File: src/rtl/wave_envelope_adsr_if.sv
// Parameter, sample and status bundle between the DDS source, the ADSR stage and the DAC path.
// The master drives gate, the step/level controls and wave_in; the slave drives wave_out and envelope status.
interface wave_envelope_adsr_if #(
  parameter int WAVE_WIDTH = 16,
  parameter int ENV_WIDTH  = 16
);
  logic                         gate;
  logic        [ENV_WIDTH-1:0]  attack_step;
  logic        [ENV_WIDTH-1:0]  decay_step;
  logic        [ENV_WIDTH-1:0]  sustain_level;
  logic        [ENV_WIDTH-1:0]  release_step;
  logic signed [WAVE_WIDTH-1:0] wave_in;
  logic signed [WAVE_WIDTH-1:0] wave_out;
  logic        [ENV_WIDTH-1:0]  env_level;
  logic        [2:0]            env_state;
  logic                         active;

  modport master (
    output gate, attack_step, decay_step, sustain_level, release_step, wave_in,
    input  wave_out, env_level, env_state, active
  );

  modport slave (
    input  gate, attack_step, decay_step, sustain_level, release_step, wave_in,
    output wave_out, env_level, env_state, active
  );
endinterface

File: src/rtl/wave_envelope_adsr.sv
// Gate-driven ADSR envelope applied to the DDS sample stream; wave_in -> wave_out latency is 2 clk.
// There is no backpressure: one sample is accepted and one is produced on every clk.
module wave_envelope_adsr #(
  parameter int WAVE_WIDTH = 16,
  parameter int ENV_WIDTH  = 16,
  parameter int RATE_DIV   = 256
) (
  input  logic                 clk,
  input  logic                 rst,
  wave_envelope_adsr_if.slave  bus
);
  localparam int PW = (RATE_DIV > 1) ? $clog2(RATE_DIV) : 1;
  localparam logic [PW-1:0]        PRESC_LAST = PW'(RATE_DIV - 1);
  localparam logic [ENV_WIDTH-1:0] ENV_MAX    = {ENV_WIDTH{1'b1}};

  typedef enum logic [2:0] {
    S_IDLE    = 3'd0,
    S_ATTACK  = 3'd1,
    S_DECAY   = 3'd2,
    S_SUSTAIN = 3'd3,
    S_RELEASE = 3'd4
  } state_t;

  state_t                              r_state, w_state_nxt;
  logic        [ENV_WIDTH-1:0]         r_env, w_env_nxt;
  logic        [PW-1:0]                r_presc;
  logic                                w_tick;
  logic        [ENV_WIDTH:0]           w_att_sum;
  logic        [ENV_WIDTH:0]           w_dec_lim;
  logic signed [WAVE_WIDTH+ENV_WIDTH:0] w_prod;
  logic signed [WAVE_WIDTH+ENV_WIDTH:0] r_prod;
  logic signed [WAVE_WIDTH-1:0]        r_wave;
  logic                                w_unused_prod;

  assign w_tick    = (r_presc == PRESC_LAST);
  assign w_att_sum = {1'b0, r_env} + {1'b0, bus.attack_step};
  // env - decay_step <= sustain (underflow included) is env <= decay_step + sustain without wrap
  assign w_dec_lim = {1'b0, bus.decay_step} + {1'b0, bus.sustain_level};

  always_ff @(posedge clk) begin
    if (rst) begin
      r_presc <= '0;
      r_state <= S_IDLE;
      r_env   <= '0;
    end else begin
      r_presc <= w_tick ? '0 : r_presc + PW'(1);
      r_state <= w_state_nxt;
      r_env   <= w_env_nxt;
    end
  end

  // Gate edges win over level-reached transitions; a zero step acts without waiting for a tick.
  always_comb begin
    w_state_nxt = r_state;
    w_env_nxt   = r_env;
    case (r_state)
      S_IDLE: begin
        w_env_nxt = '0;
        if (bus.gate) w_state_nxt = S_ATTACK;
      end
      S_ATTACK: begin
        if (!bus.gate) begin
          w_state_nxt = S_RELEASE;
        end else if (bus.attack_step == '0 || (w_tick && w_att_sum >= {1'b0, ENV_MAX})) begin
          w_env_nxt   = ENV_MAX;
          w_state_nxt = S_DECAY;
        end else if (w_tick) begin
          w_env_nxt = w_att_sum[ENV_WIDTH-1:0];
        end
      end
      S_DECAY: begin
        if (!bus.gate) begin
          w_state_nxt = S_RELEASE;
        end else if (bus.decay_step == '0 || (w_tick && {1'b0, r_env} <= w_dec_lim)) begin
          w_env_nxt   = bus.sustain_level;
          w_state_nxt = S_SUSTAIN;
        end else if (w_tick) begin
          w_env_nxt = r_env - bus.decay_step;
        end
      end
      S_SUSTAIN: begin
        if (!bus.gate) w_state_nxt = S_RELEASE;
        else           w_env_nxt   = bus.sustain_level;
      end
      S_RELEASE: begin
        if (bus.gate) begin
          w_state_nxt = S_ATTACK;
        end else if (bus.release_step == '0 || (w_tick && r_env <= bus.release_step)) begin
          w_env_nxt   = '0;
          w_state_nxt = S_IDLE;
        end else if (w_tick) begin
          w_env_nxt = r_env - bus.release_step;
        end
      end
      default: begin
        w_state_nxt = S_IDLE;
        w_env_nxt   = '0;
      end
    endcase
  end

  // Envelope is treated as an unsigned Q0.16 gain, so the output is the floor of x*env/2^16.
  assign w_prod = bus.wave_in * $signed({1'b0, r_env});

  always_ff @(posedge clk) begin
    if (rst) begin
      r_prod <= '0;
      r_wave <= '0;
    end else begin
      r_prod <= w_prod;
      r_wave <= r_prod[ENV_WIDTH +: WAVE_WIDTH];
    end
  end

  assign w_unused_prod = ^{r_prod[ENV_WIDTH-1:0], r_prod[WAVE_WIDTH+ENV_WIDTH]};

  always_comb begin
    bus.wave_out  = r_wave;
    bus.env_level = r_env;
    bus.env_state = r_state;
    bus.active    = (r_state != S_IDLE);
  end
endmodule
File: src/flat_wrapper.sv
// flat-port wrapper written by rule: the top's interface ports become plain ports
module wave_envelope_adsr_flat 
#(
  parameter int WAVE_WIDTH = 16,
  parameter int ENV_WIDTH  = 16,
  parameter int RATE_DIV   = 256
)
  (clk, rst, bus_gate, bus_attack_step, bus_decay_step, bus_sustain_level, bus_release_step, bus_wave_in, bus_wave_out, bus_env_level, bus_env_state, bus_active);
  wave_envelope_adsr_if #(.WAVE_WIDTH(WAVE_WIDTH), .ENV_WIDTH(ENV_WIDTH)) bus_i ();
  input  logic clk;
  input  logic rst;
  input wire logic [$bits(bus_i.gate)-1:0] bus_gate;
  input wire logic [$bits(bus_i.attack_step)-1:0] bus_attack_step;
  input wire logic [$bits(bus_i.decay_step)-1:0] bus_decay_step;
  input wire logic [$bits(bus_i.sustain_level)-1:0] bus_sustain_level;
  input wire logic [$bits(bus_i.release_step)-1:0] bus_release_step;
  input wire logic [$bits(bus_i.wave_in)-1:0] bus_wave_in;
  output wire logic [$bits(bus_i.wave_out)-1:0] bus_wave_out;
  output wire logic [$bits(bus_i.env_level)-1:0] bus_env_level;
  output wire logic [$bits(bus_i.env_state)-1:0] bus_env_state;
  output wire logic [$bits(bus_i.active)-1:0] bus_active;
  assign bus_i.gate = bus_gate;
  assign bus_i.attack_step = bus_attack_step;
  assign bus_i.decay_step = bus_decay_step;
  assign bus_i.sustain_level = bus_sustain_level;
  assign bus_i.release_step = bus_release_step;
  assign bus_i.wave_in = bus_wave_in;
  assign bus_wave_out = bus_i.wave_out;
  assign bus_env_level = bus_i.env_level;
  assign bus_env_state = bus_i.env_state;
  assign bus_active = bus_i.active;
  wave_envelope_adsr #(.WAVE_WIDTH(WAVE_WIDTH), .ENV_WIDTH(ENV_WIDTH), .RATE_DIV(RATE_DIV)) u_core (.clk(clk), .rst(rst), .bus(bus_i));
endmodule
File: config.mk
export PLATFORM = sky130hd
export DESIGN_NAME = wave_envelope_adsr_flat
export DESIGN_NICKNAME = d
export VERILOG_FILES = /design/src/rtl/wave_envelope_adsr_if.sv /design/src/rtl/wave_envelope_adsr.sv /design/src/flat_wrapper.sv
export SDC_FILE = /design/constraint.sdc
export NUM_CORES = 1
export LEC_CHECK = 0
export ABC_CLOCK_PERIOD_IN_PS = 9000
export CORE_UTILIZATION = 34
export DETAILED_ROUTE_END_ITERATION = 10
export MAX_ROUTING_LAYER = met4
export PLACE_DENSITY = 0.51
export SYNTH_ARGS = -nofsm -noshare
export SYNTH_HDL_FRONTEND = slang
export SYNTH_SLANG_ARGS = --single-unit
File: constraint.sdc
create_clock -name clk -period 9 [get_ports clk]
set_input_delay 1.8 -clock clk [delete_from_list [all_inputs] [get_ports clk]]
set_output_delay 1.8 -clock clk [all_outputs]
set_load 0.005 [all_outputs]
Word-level counts from Yosys, hierarchy flattened
Cells that the tools add are included.
{"block": "op_classes", "add_sub_neg": 5, "n_mul": 1, "magnitude_cmp": 3, "n_eq_ne": 17, "n_mux": 20, "n_reduce_logical": 14}
{"op": "$mux 16", "n": 10}
{"op": "$pmux 16 s4", "n": 1}
{"op": "$logic_not 16->1", "n": 3}
{"op": "$add 16x16->17", "n": 2}
{"op": "$mul 16x17->32", "n": 1}
{"op": "$sub 16x16->16", "n": 2}
{"op": "$mux 3", "n": 8}
{"op": "$ge 17x16->1 const B", "n": 1}
{"op": "$le 16x17->1", "n": 1}
{"op": "$le 16x16->1", "n": 1}
{"op": "$pmux 3 s5", "n": 1}
{"op": "$ne 2x2->1 const B", "n": 6}
{"op": "$ne 3x1->1 const B", "n": 3}
{"op": "$ne 3x2->1 const B", "n": 3}
{"op": "$add 8x1->8 const B", "n": 1}
{"op": "$eq 8x8->1 const B", "n": 1}
{"op": "$reduce_and 7->1", "n": 1}
{"op": "$eq 3x2->1 const B", "n": 2}
{"op": "$reduce_and 5->1", "n": 1}
{"op": "$eq 3x1->1 const B", "n": 1}
{"op": "$eq 3x3->1 const B", "n": 1}
{"op": "$logic_and 1x1->1", "n": 3}
{"op": "$logic_not 3->1", "n": 1}
{"op": "$logic_or 1x1->1", "n": 3}
{"op": "other kinds (2)", "n": 2}
{"block": "totals", "ff_bits": 75, "inputBits": 83, "word_cells": 65}

Logic depth before layout (Yosys ltp)
Gate-level depths: netlist (run 1).
{"block": "logic_depth", "depth_word": 7, "ltp_mapped": 23}

Worst setup path after synthesis (run 1)
OpenSTA, ideal clock, no wires.
{"block": "synth_timing", "kind": "input-to-reg", "from": "in bus_wave_in[1]", "to": "reg u_core.r_prod[31]", "arrival_time_ns": 7.227, "required_time_ns": 8.929, "path_slack_ns": 1.702, "path_stages": 21, "n_path_buf": 1, "path_cell_list": "clkbuf_1 -> nand2_1 -> fa_1 -> fa_1 -> fa_1 -> fa_1 -> inv_1 -> fa_1 -> inv_1 -> fa_1 -> inv_1 -> ha_1 -> nand4_1 -> a21oi_1 -> a21oi_1 -> a2111oi_0 -> nor3_1 -> nor3_2 -> nor3_1 -> or3_1 -> a21oi_1"}
{"block": "synth_between", "elab_chain_cells": 1}
{"element": "from (decl)", "line_no": "flat_wrapper.sv:17", "text": "input wire logic [$bits(bus_i.wave_in)-1:0] bus_wave_in;"}
{"element": "$mul 16x17->32", "line_no": "wave_envelope_adsr.sv:103", "text": "assign w_prod = bus.wave_in * $signed({1'b0, r_env});"}
{"element": "to (signal assigned)", "line_no": "wave_envelope_adsr.sv:110", "text": "r_prod <= w_prod;"}
{"element": "to (decl)", "line_no": "wave_envelope_adsr.sv:31", "text": "logic signed [WAVE_WIDTH+ENV_WIDTH:0] r_prod;"}
Every way passes these cells.
A chain may end at the register's enable or synchronous reset.

Worst setup path after layout (run 1)
{"block": "layout_timing", "from": "in bus_wave_in[4]", "to": "reg u_core.r_prod[31]"}
Same word-level chain as after synthesis.

==> impl_metrics.yaml, run 1 <==
power:
  p_per_area_mw_per_mm2: 73.0
  power_frac_comb_pct: 43.9
  power_frac_seq_pct: 24.8
  total_power_mw: 1.20
  p_int_mw: 0.755
  p_clk_share_pct: 31.3
  swShare_pct: 36.9
  p_switching_mw: 0.442
  peakVddDrop_mv: 0.0653
  p_leak_nw: 7.86
timing:
  fmax_mhz: 120
  rsz0062_at_grt: "false"
  period_minus_slack_ns: 8.35
  fin_setup_tns_ns: 0
  tightest_slew_ns: 1.35
  final-max-slew-violation-count: 0
  finalHoldViolations: 0
  fin_crit_sh_pct: 92.8
  skew_ns: 0.0120
  max_slew_margin_pct: 9.44
  setup_viol: 0
grt:
  met3_usage_pct: 2.54
  grt_pass1_vias: 12700
  antenna_found_initial: 0
  grt_max_degree: 48
  grt_first_pass_wirelength_mm: 68.8
  met2_usage_pct: 36.5
  top_usage_layer: "met2"
  track_usage_pct: 21.7
  overflow: 0
  grt_util_met1_pct: 27.7
cts:
  cts_tree: "done"
  ctsResizeCount: 0
  htree_levels: 3
  insertion_delay_ns: 0.36
  clkSinkCount: 59
  numCtsBuffers: 9
  max-clock-path-buffers: 2
  cts_root_buf: "clkbuf_16"
  ctsHoldBuffers: 0
  cts.clk_slew.worst_paths_ns: 0.05
  cts_setup_buffers: 0
finish:
  diodes: 0
  fin_nets: 2291
  instances_no_fill: 2354
  layout_common_cells: "294 x inv_1, 197 x fa_1, 194 x ha_1"
  final_common_cell: "inv_1"
  layout-drive-gt1-share_pct: 3.62
  fill_cells: 4269
  area_delta_synth_final_pct: 15.3
  final_util_pct: 40.0
run_status:
  failed_checks: "DRC"
  status: "finished, violations left"
worst_setup_path:
  path_common_cell: "fa_1"
  ff2ff_setup_slack_ns: 1.91
  start_kind: "primary input"
  path_class: "primary input to flop"
  max_stage_delay_ns: 0.77
  crit_required_ns: 9.27
  endpoint_kind: "flop"
  cp_cell_sequence: "clkdlybuf4s50_1 > and2_1 > fa_1 > inv_1 > fa_1 > fa_1 > fa_1 > inv_1 > fa_1 > inv_1 > fa_1 > inv_1 > ha_1 > nand4_1 > a21oi_1 > a21oi_1 > a2111oi_0 > nor3_1 > nor3_2 > nor3_1 > or3_1 > a21oi_1"
  crit_fanout: 16
  critPathArrivalTime_ns: 8.62
  critical-path-slowest-cell: "a2111oi_0"
detailed_routing:
  drt_iter0_markers: 607
  wirelength_mm: 42.7
  first_pass_iters: 8
  route.detailed.drc: 5
  drt-wirelength-per-cell_um: 18.1
  num_vias: 12300
  ant_nets: 0
  routed_via_density: 5.20
logic_synthesis:
  synth_ff_type: "dfxtp_1"
  avgSynthCellArea_um2: 8.30
  ys_ff_latch: 59
  synth_enable_flop_cells: 0
  synth.distinct_cells: 71
  yosysWarnings: 0
  syn-num-nets: 2187
  netlist_instances: 1713
  yosysSeqAreaShare_pct: 8.31
  async_reset_ff_share_pct: 0
  syn_area_mm2: 0.0142
placed_design:
  placedCellCount: 2338
  portBuffers: 118
  globalplace.congestion: 0.951
  dp_hpwl_mm: 34.8
floorplan:
  die_h_um: 206
  die_w_um: 206
  core_area_mm2: 0.0410
  ios: 119
  rows: 74
  dieArea_mm2: 0.0426
  initial_core_util_pct: 34.7
run:
  cap_violations: 0
min_path:
  hold_path.class: "flop to flop"
## path summary, 6_finish.rpt
path / from / endpoint / cells after the start
worst max-delay path: bus_wave_in[4] / u_core.r_prod[31] / 22
worst min-delay path: u_core.r_prod[17] / u_core.bus.wave_out[1] / 1
worst max register to register: u_core.bus.env_level[6] / u_core.r_prod[31] / 21
worst min register to register: u_core.r_prod[17] / u_core.bus.wave_out[1] / 1
## critical path: cells and delay by family
| kind | cells | cell delay, ns |
|---|---|---|
| AOI/OAI and AO/OA | 4 | 1.20 |
| adders and majority gates | 7 | 3.28 |
| buffers and inverters | 5 | 0.88 |
| and+or+nand+nor | 6 | 1.46 |
## power groups by stage
stage          Sequential [mW]  Clock, mW  Combinational (mW)
6_report                 0.297      0.375               0.526
5_1_grt                  0.300      0.394               0.596
4_1_cts                  0.297      0.384               0.528
3_5_place_dp             0.303          0               0.523
3_3_place_gp             0.302          0               0.518
2_1_floorplan            0.298          0               0.340
## cells by family after synthesis
| logic type | synth area share [%] |
|---|---|
| adders and majority gates | 44.9 |
| buffers and inverters | 9.33 |
| muxes | 0.220 |
| and+or+nand+nor | 20.1 |
| AOI/OAI and AO/OA | 12.8 |
| xor gates and xnor gates | 4.38 |
| DFF | 8.31 |
## layer usage
layer | share of wire [%] | vias up
met4 | 2.0 | 0
met3 | 4.2 | 48
met5 | 0 | -
met1 | 46 | 6008
met2 | 48 | 341
li1 | - | 5854
## Yosys cell counts (all sizes together) (26+ instances only)
master / n / area, µm²
and2: 115 / 719
xnor2: 47 / 412
nor3: 35 / 180
clkbuf: 53 / 199
o21ai: 46 / 234
ha: 194 / 2430
inv: 295 / 1110
a21o: 32 / 240
nand3: 38 / 190
a21oi: 68 / 344
dfxtp: 59 / 1180
nor2b: 26 / 163
nand2: 169 / 634
fa: 197 / 3940
nor2: 86 / 325
a31oi: 27 / 169
## metrics by stage
step                setup WS, ns  hold WS [ns]  cell area (µm²)
floorplan                   1.70         0.414            14200
global placement           0.362         0.415            16100
detailed placement         0.290         0.425            16100
CTS                        0.620         0.436            16400
global route               0.278         0.461            16400
finish                     0.646         0.432            16400
## flip-flops by register name, summed over array words and instances (netlist names)
name and flops:
u_core.bus.wave_out 16, u_core.bus.env_state 3, u_core.r_presc 8, u_core.bus.env_level 16
u_core.r_prod 16
## area by class of cell
cell class	count	area [µm²]	area share, %
repair buffers	150	1420	8.64
well taps	532	666	4.06
clock inverters	5	77.6	0.473
flip-flops and latches	59	1180	7.21
multi-input cells	1302	11700	71.4
clock buffers	11	233	1.42
inverters	295	1110	6.76
(Power assumes the default switching activity.)
==> run 2, diff against run 1 <==
--- a/config.mk
+++ b/config.mk
@@ -5,7 +5,7 @@
 export SDC_FILE = /design/constraint.sdc
 export NUM_CORES = 1
 export LEC_CHECK = 0
-export ABC_CLOCK_PERIOD_IN_PS = 9000
+export ABC_CLOCK_PERIOD_IN_PS = 9450
 export CORE_UTILIZATION = 34
 export DETAILED_ROUTE_END_ITERATION = 10
 export MAX_ROUTING_LAYER = met4
==> constraint.sdc (replaced) <==
create_clock -name clk -period 9.45 [get_ports clk]
set_input_delay 1.89 -clock clk [delete_from_list [all_inputs] [get_ports clk]]
set_output_delay 1.89 -clock clk [all_outputs]
set_load 0.005 [all_outputs]
==> run 2 against run 1 <==
Net effect: the run still ends with DRC left; combinational power decreased by 4.9%; design area down 0.16%; first-iteration DRC count increased by 21%; hold slack worse by 0.00085 ns; core utilization is 0.064 points lower; wire length is 0.32% lower; critical endpoint unchanged.
==> impl_metrics.yaml, run 2 (synthesis results as in run 1) <==
placed_design:
  place_area_mm2: 0.0161
  globalplace.congestion: 0.943
  pre_cts_slack_ns: 0.508
  portBuffers: 118
  dp_hpwl_mm: 34.7
floorplan:
  core_area_mm2: 0.0410
  initial_core_util_pct: 34.7
  rows: 74
  dieArea_mm2: 0.0426
  ios: 119
  die_h_um: 206
  die_w_um: 206
min_path:
  hold_path.class: "flop to flop"
timing:
  max_slew_margin_pct: 17.9
  rsz0062_at_grt: "false"
  fmax_mhz: 118
  fin_crit_sh_pct: 89.4
  finalHoldViolations: 0
  tightest_slew_ns: 1.23
  skew_ns: 0.0119
  period_minus_slack_ns: 8.45
  fin_setup_tns_ns: 0
  layout_setup_ws_ns: 1.00
  final-max-slew-violation-count: 0
  setup_viol: 0
finish:
  multi_input_area_mm2: 0.0117
  diodes: 0
  fin_nets: 2287
  layout-drive-gt1-share_pct: 3.52
  seqCellArea_mm2: 0.00118
  fill_cells: 4230
  layout_common_cells: "294 x inv_1, 197 x fa_1, 194 x ha_1"
  final_common_cell: "inv_1"
  design_area_mm2: 0.0164
  area_delta_synth_final_pct: 15.2
grt:
  grt_max_degree: 48
  overflow: 0
  grt_pass1_vias: 12400
  antenna_found_initial: 0
  track_usage_pct: 21.5
  grt_first_pass_wirelength_mm: 67.9
detailed_routing:
  drt_iter0_markers: 737
  num_vias: 12200
  route.detailed.drc: 5
  wl_met1_mm: 19.5
  wl_met2_mm: 20.1
  dr.max_layer_used: "met4"
  dr_wl_met3_mm: 1.93
  routed_via_density: 5.20
  wirelength_mm: 42.5
  ant_nets: 0
  first_pass_iters: 11
  drt-wirelength-per-cell_um: 18.1
run_status:
  status: "finished, violations left"
  failed_checks: "DRC"
cts:
  cts_tree: "done"
  cts_root_buf: "clkbuf_16"
  htree_levels: 3
  cts.clk_slew.worst_paths_ns: 0.05
  insertion_delay_ns: 0.35
  max-clock-path-buffers: 2
  ctsHoldBuffers: 0
  numCtsBuffers: 9
  clkSinkCount: 59
  ctsResizeCount: 0
  cts_setup_buffers: 0
worst_setup_path:
  crit_required_ns: 9.72
  path_class: "primary input to flop"
  endpoint_kind: "flop"
  start_kind: "primary input"
  critPathArrivalTime_ns: 8.72
  crit_fanout: 16
power:
  p_per_area_mw_per_mm2: 69.2
  total_power_mw: 1.13
  peakVddDrop_mv: 0.0643
  p_leak_nw: 7.85
run:
  cap_violations: 0
[run 2: changes by cell type in the layout (fill, tap and decap cells not counted), sizes merged]
cell,change
bufinv,-1
clkbuf,+1
buf,-4
[run 2: cell type report]
| type | count | share of cell area (%) |
|---|---|---|
| inverters | 295 | 6.77 |
| flip-flops and latches | 59 | 7.22 |
| well taps | 532 | 4.07 |
| clock inverters | 4 | 0.291 |
| multi-input cells | 1302 | 71.6 |
| clock buffers | 12 | 1.63 |
| repair buffers | 146 | 8.47 |
[run 2: stage by stage]
step                utilization (%)  std cells  hold WS, ns
floorplan                         -       1713        0.414
global placement               39.1       2334        0.417
detailed placement             39.1       2334        0.422
CTS                            39.9       2350        0.434
global route                   39.9       2350        0.450
finish                         39.9       2350        0.431
[run 2: final timing paths]
path	startpoint	end	slack, ns	cells after the start
setup / recovery	bus_wave_in[2]	u_core.r_prod[31]	1.00	21
hold / removal	u_core.r_prod[19]	u_core.bus.wave_out[3]	0.43	1
setup reg to reg	u_core.bus.env_level[9]	u_core.r_prod[31]	2.48	21
hold reg to reg	u_core.r_prod[19]	u_core.bus.wave_out[3]	0.43	1
[run 2: report_power, final]
part           switching, mW  leakage (nW)  internal, mW
Combinational          0.281          7.21         0.220
Sequential            0.0146         0.483         0.269
Clock                  0.124         0.155         0.224
Total                  0.419          7.85         0.713
[run 2: metal layers]
layer	track usage, %	vias up
met5	-	-
met4	5.78	0
met3	2.10	61
met2	35.0	342
met1	28.3	5975
li1	-	5850
[run 2: critical path: stages]
cell and delay (ns):
clkdlybuf4s50_1 0.96, nand2_1 0.17, fa_1 0.52, fa_1 0.57, fa_1 0.45, fa_1 0.55, inv_1 0.05, fa_1 0.47
inv_1 0.05, fa_1 0.48, inv_1 0.04, ha_1 0.28, nand4_1 0.09, a21oi_1 0.12, a21oi_1 0.16, a2111oi_0 0.68
nor3_1 0.21, nor3_2 0.35, nor3_1 0.12, or3_1 0.36, a21oi_1 0.14
==> RTL change, RTL diff (flow settings as in run 1) <==
`r_prod` no longer has a reset.
--- a/src/rtl/wave_envelope_adsr.sv
+++ b/src/rtl/wave_envelope_adsr.sv
@@ -104,12 +104,14 @@
 
   always_ff @(posedge clk) begin
     if (rst) begin
-      r_prod <= '0;
       r_wave <= '0;
     end else begin
-      r_prod <= w_prod;
       r_wave <= r_prod[ENV_WIDTH +: WAVE_WIDTH];
     end
+  end
+
+  always_ff @(posedge clk) begin
+    r_prod <= w_prod;
   end
 
   assign w_unused_prod = ^{r_prod[ENV_WIDTH-1:0], r_prod[WAVE_WIDTH+ENV_WIDTH]};
Check against the original RTL: not equivalent (Yosys sat finds a counterexample within 10 cycles, from zero or initial values and one cycle with rst high; the reset may be asserted at any time).
==> RTL change against run 1 <==
Final area is 2.6% lower. Sequential cell count stayed put. Setup slack better by 0.30 ns. Non-clock buffer count is 2 lower. First-iteration DRC count is 2.8% lower. Count of clock-buffer cells in the layout is 1 lower. Wire length is 2.6% lower. Clock power is 5.3% lower. Global-route usage is 0.20 points lower. Power is 32% higher. Cell count is 4.0% lower. Utilization is 0.12 points higher. Critical path depth is 1 higher. Largest cell class unchanged. Synthesized area is 3.0% lower.
==> RTL change: results (changes against run 1) <==
[placement]
gp_congestion=0.924  ; was 0.951
dpl.hpwl_um=34000  ; was 34800 um
numPortBuffers=118  ; unchanged

[critical_path]
cp.arrival_ns=8.29  ; was 8.62 ns
r2r-start=u_core.bus.env_level[9]$_SDFFE_PP0P_  ; was u_core.bus.env_level[6]$_SDFFE_PP0P_
r2r_end=u_core.r_prod[31]$_DFF_P_  ; was u_core.r_prod[31]$_SDFF_PP0_
r2r_slack_ns=2.34  ; was 1.91 ns
crit_slowest_cell=clkdlybuf4s50_1  ; was a2111oi_0
r2r_cells=21  ; unchanged
crit_family=adder cells  ; unchanged
critPathMaxStageDelay_ns=0.74  ; was 0.77 ns

[pwr]
peakVddDrop_uv=82.1  ; was 65.3 uV
p_leak_nw=7.69  ; was 7.86 nW
power_frac_clock_pct=22.5  ; was 31.3%
pwr-share-comb_pct=55.1  ; was 43.9%
p_switching_mw=0.653  ; was 0.442 mW

[routing]
first_pass_iters=5  ; was 8
drt_iter0_drc=590  ; was 607
vias_per_cell=5.13  ; was 5.20
wl_per_cell_um=18.4  ; was 18.1 um

[yosys]
yosysWarnings=0  ; unchanged
synth_commonest_cells=inv_1, fa_1, ha_1  ; unchanged
synthAdderAreaFrac_pct=46.3  ; was 44.9%
muxShareOfSynthArea_pct=0.554  ; was 0.220%
synth_nets=2094  ; was 2187
ys_types=70  ; was 71
synth-xor-area-share_pct=4.89  ; was 4.38%
synth_area_leaders=fa_1, ha_1, dfxtp_1  ; unchanged
synth-compound-area-share_pct=12.0  ; was 12.8%
ys_seq_area_share_pct=8.57  ; was 8.31%

[final_layout]
largest_class=multi-input gates  ; unchanged
signal_buffers=148  ; was 150
seq_share_pct=7.40  ; was 7.21%
clkbuf_count=10  ; was 11
fillerInstances=4101  ; was 4269
multi_input_gates=1225  ; was 1302
drive_above_1_share_pct=3.69  ; was 3.62%
clock_area_share_pct=1.90  ; was 1.89%
nonClkBufAreaFrac_pct=8.81  ; was 8.64%
inverters=288  ; was 295
nets=2205  ; was 2291
multi_input_area_share_pct=71.0  ; was 71.4%

[timing]
clock_skew_ns=0.0142  ; was 0.0120 ns
maxSlewHeadroom_pct=29.6  ; was 9.44%

[hold_path]
min_path_type=flip-flop to flip-flop  ; unchanged
hp-start=u_core.r_prod[20]$_DFF_P_  ; was u_core.r_prod[17]$_SDFF_PP0_
hold_end=u_core.bus.wave_out[4]$_SDFF_PP0_  ; was u_core.bus.wave_out[1]$_SDFF_PP0_

[global_route]
track_usage_pct=21.5  ; was 21.7%
grt_pass1_wl_um=66300  ; was 68800 um
grt_max_degree=37  ; was 48
antenna_found_initial=0  ; unchanged
grt_pass1_vias=12000  ; was 12.7k

[clock_network]
clkTransAtPathRegs_ns=0.06
cts-resized-gates=0  ; unchanged
clk_path_buf_depth=2  ; unchanged
h-tree-depth=3  ; unchanged
cts_setup_buffers=0  ; unchanged
clk_latency_ns=0.35

[outcome]
outcome=finished clean  ; was finished, violations left

[RTL change: cell types whose count changed after synthesis, moves of 6 or more]
cell / change
inv_1: -9
nand2b_1: +16
nand3_1: -20
clkbuf_1: -8
o22ai_1: +6
nand4_1: +7
nor3_1: -9
or3_1: -7
nor2_1: -22
a21o_1: -11
a31oi_1: -20
[RTL change: worst max-delay path by stage]
stage	to	slack [ns]	cells after the start
6_report	u_core.r_prod[31]$_DFF_P_	0.94	23
5_1_grt	u_core.r_prod[31]$_DFF_P_	0.56	23
4_1_cts	u_core.r_prod[31]$_DFF_P_	0.95	20
3_5_place_dp	u_core.r_prod[31]$_DFF_P_	0.61	20
3_3_place_gp	u_core.r_prod[31]$_DFF_P_	0.71	22
2_1_floorplan	u_core.r_prod[31]$_DFF_P_	1.82	21
[RTL change: metrics by stage]
| stage | total power, mW | worst slack [ns] | cells | cell area (um2) | hold WS, ns |
|---|---|---|---|---|---|
| after detailed placement | 1.23 | 0.612 | 2245 | 15700 | 0.424 |
| after floorplan | 0.930 | 1.82 | 1620 | 13800 | 0.414 |
| after global routing | 1.73 | 0.557 | 2261 | 16000 | 0.458 |
| after CTS | 1.60 | 0.949 | 2261 | 16000 | 0.444 |
| after global placement | 1.23 | 0.712 | 2245 | 15700 | 0.439 |
| final | 1.58 | 0.941 | 2261 | 16000 | 0.436 |
[RTL change: routing by layer]
metal / global-route usage, % / part of all wire [%] / vias up
li1: - / - / 5506
met1: 28.5 / 46 / 5797
met2: 34.5 / 47 / 244
met3: 2.13 / 3.7 / 49
met4: 6.39 / 2.5 / 0
met5: - / 0 / -
[RTL change: logic make-up after synthesis]
family,after synthesis
flops,59
buf+inv,336
compound gates,248
fa+ha+maj,392
mux,7
xor+xnor,77
simple gates,501
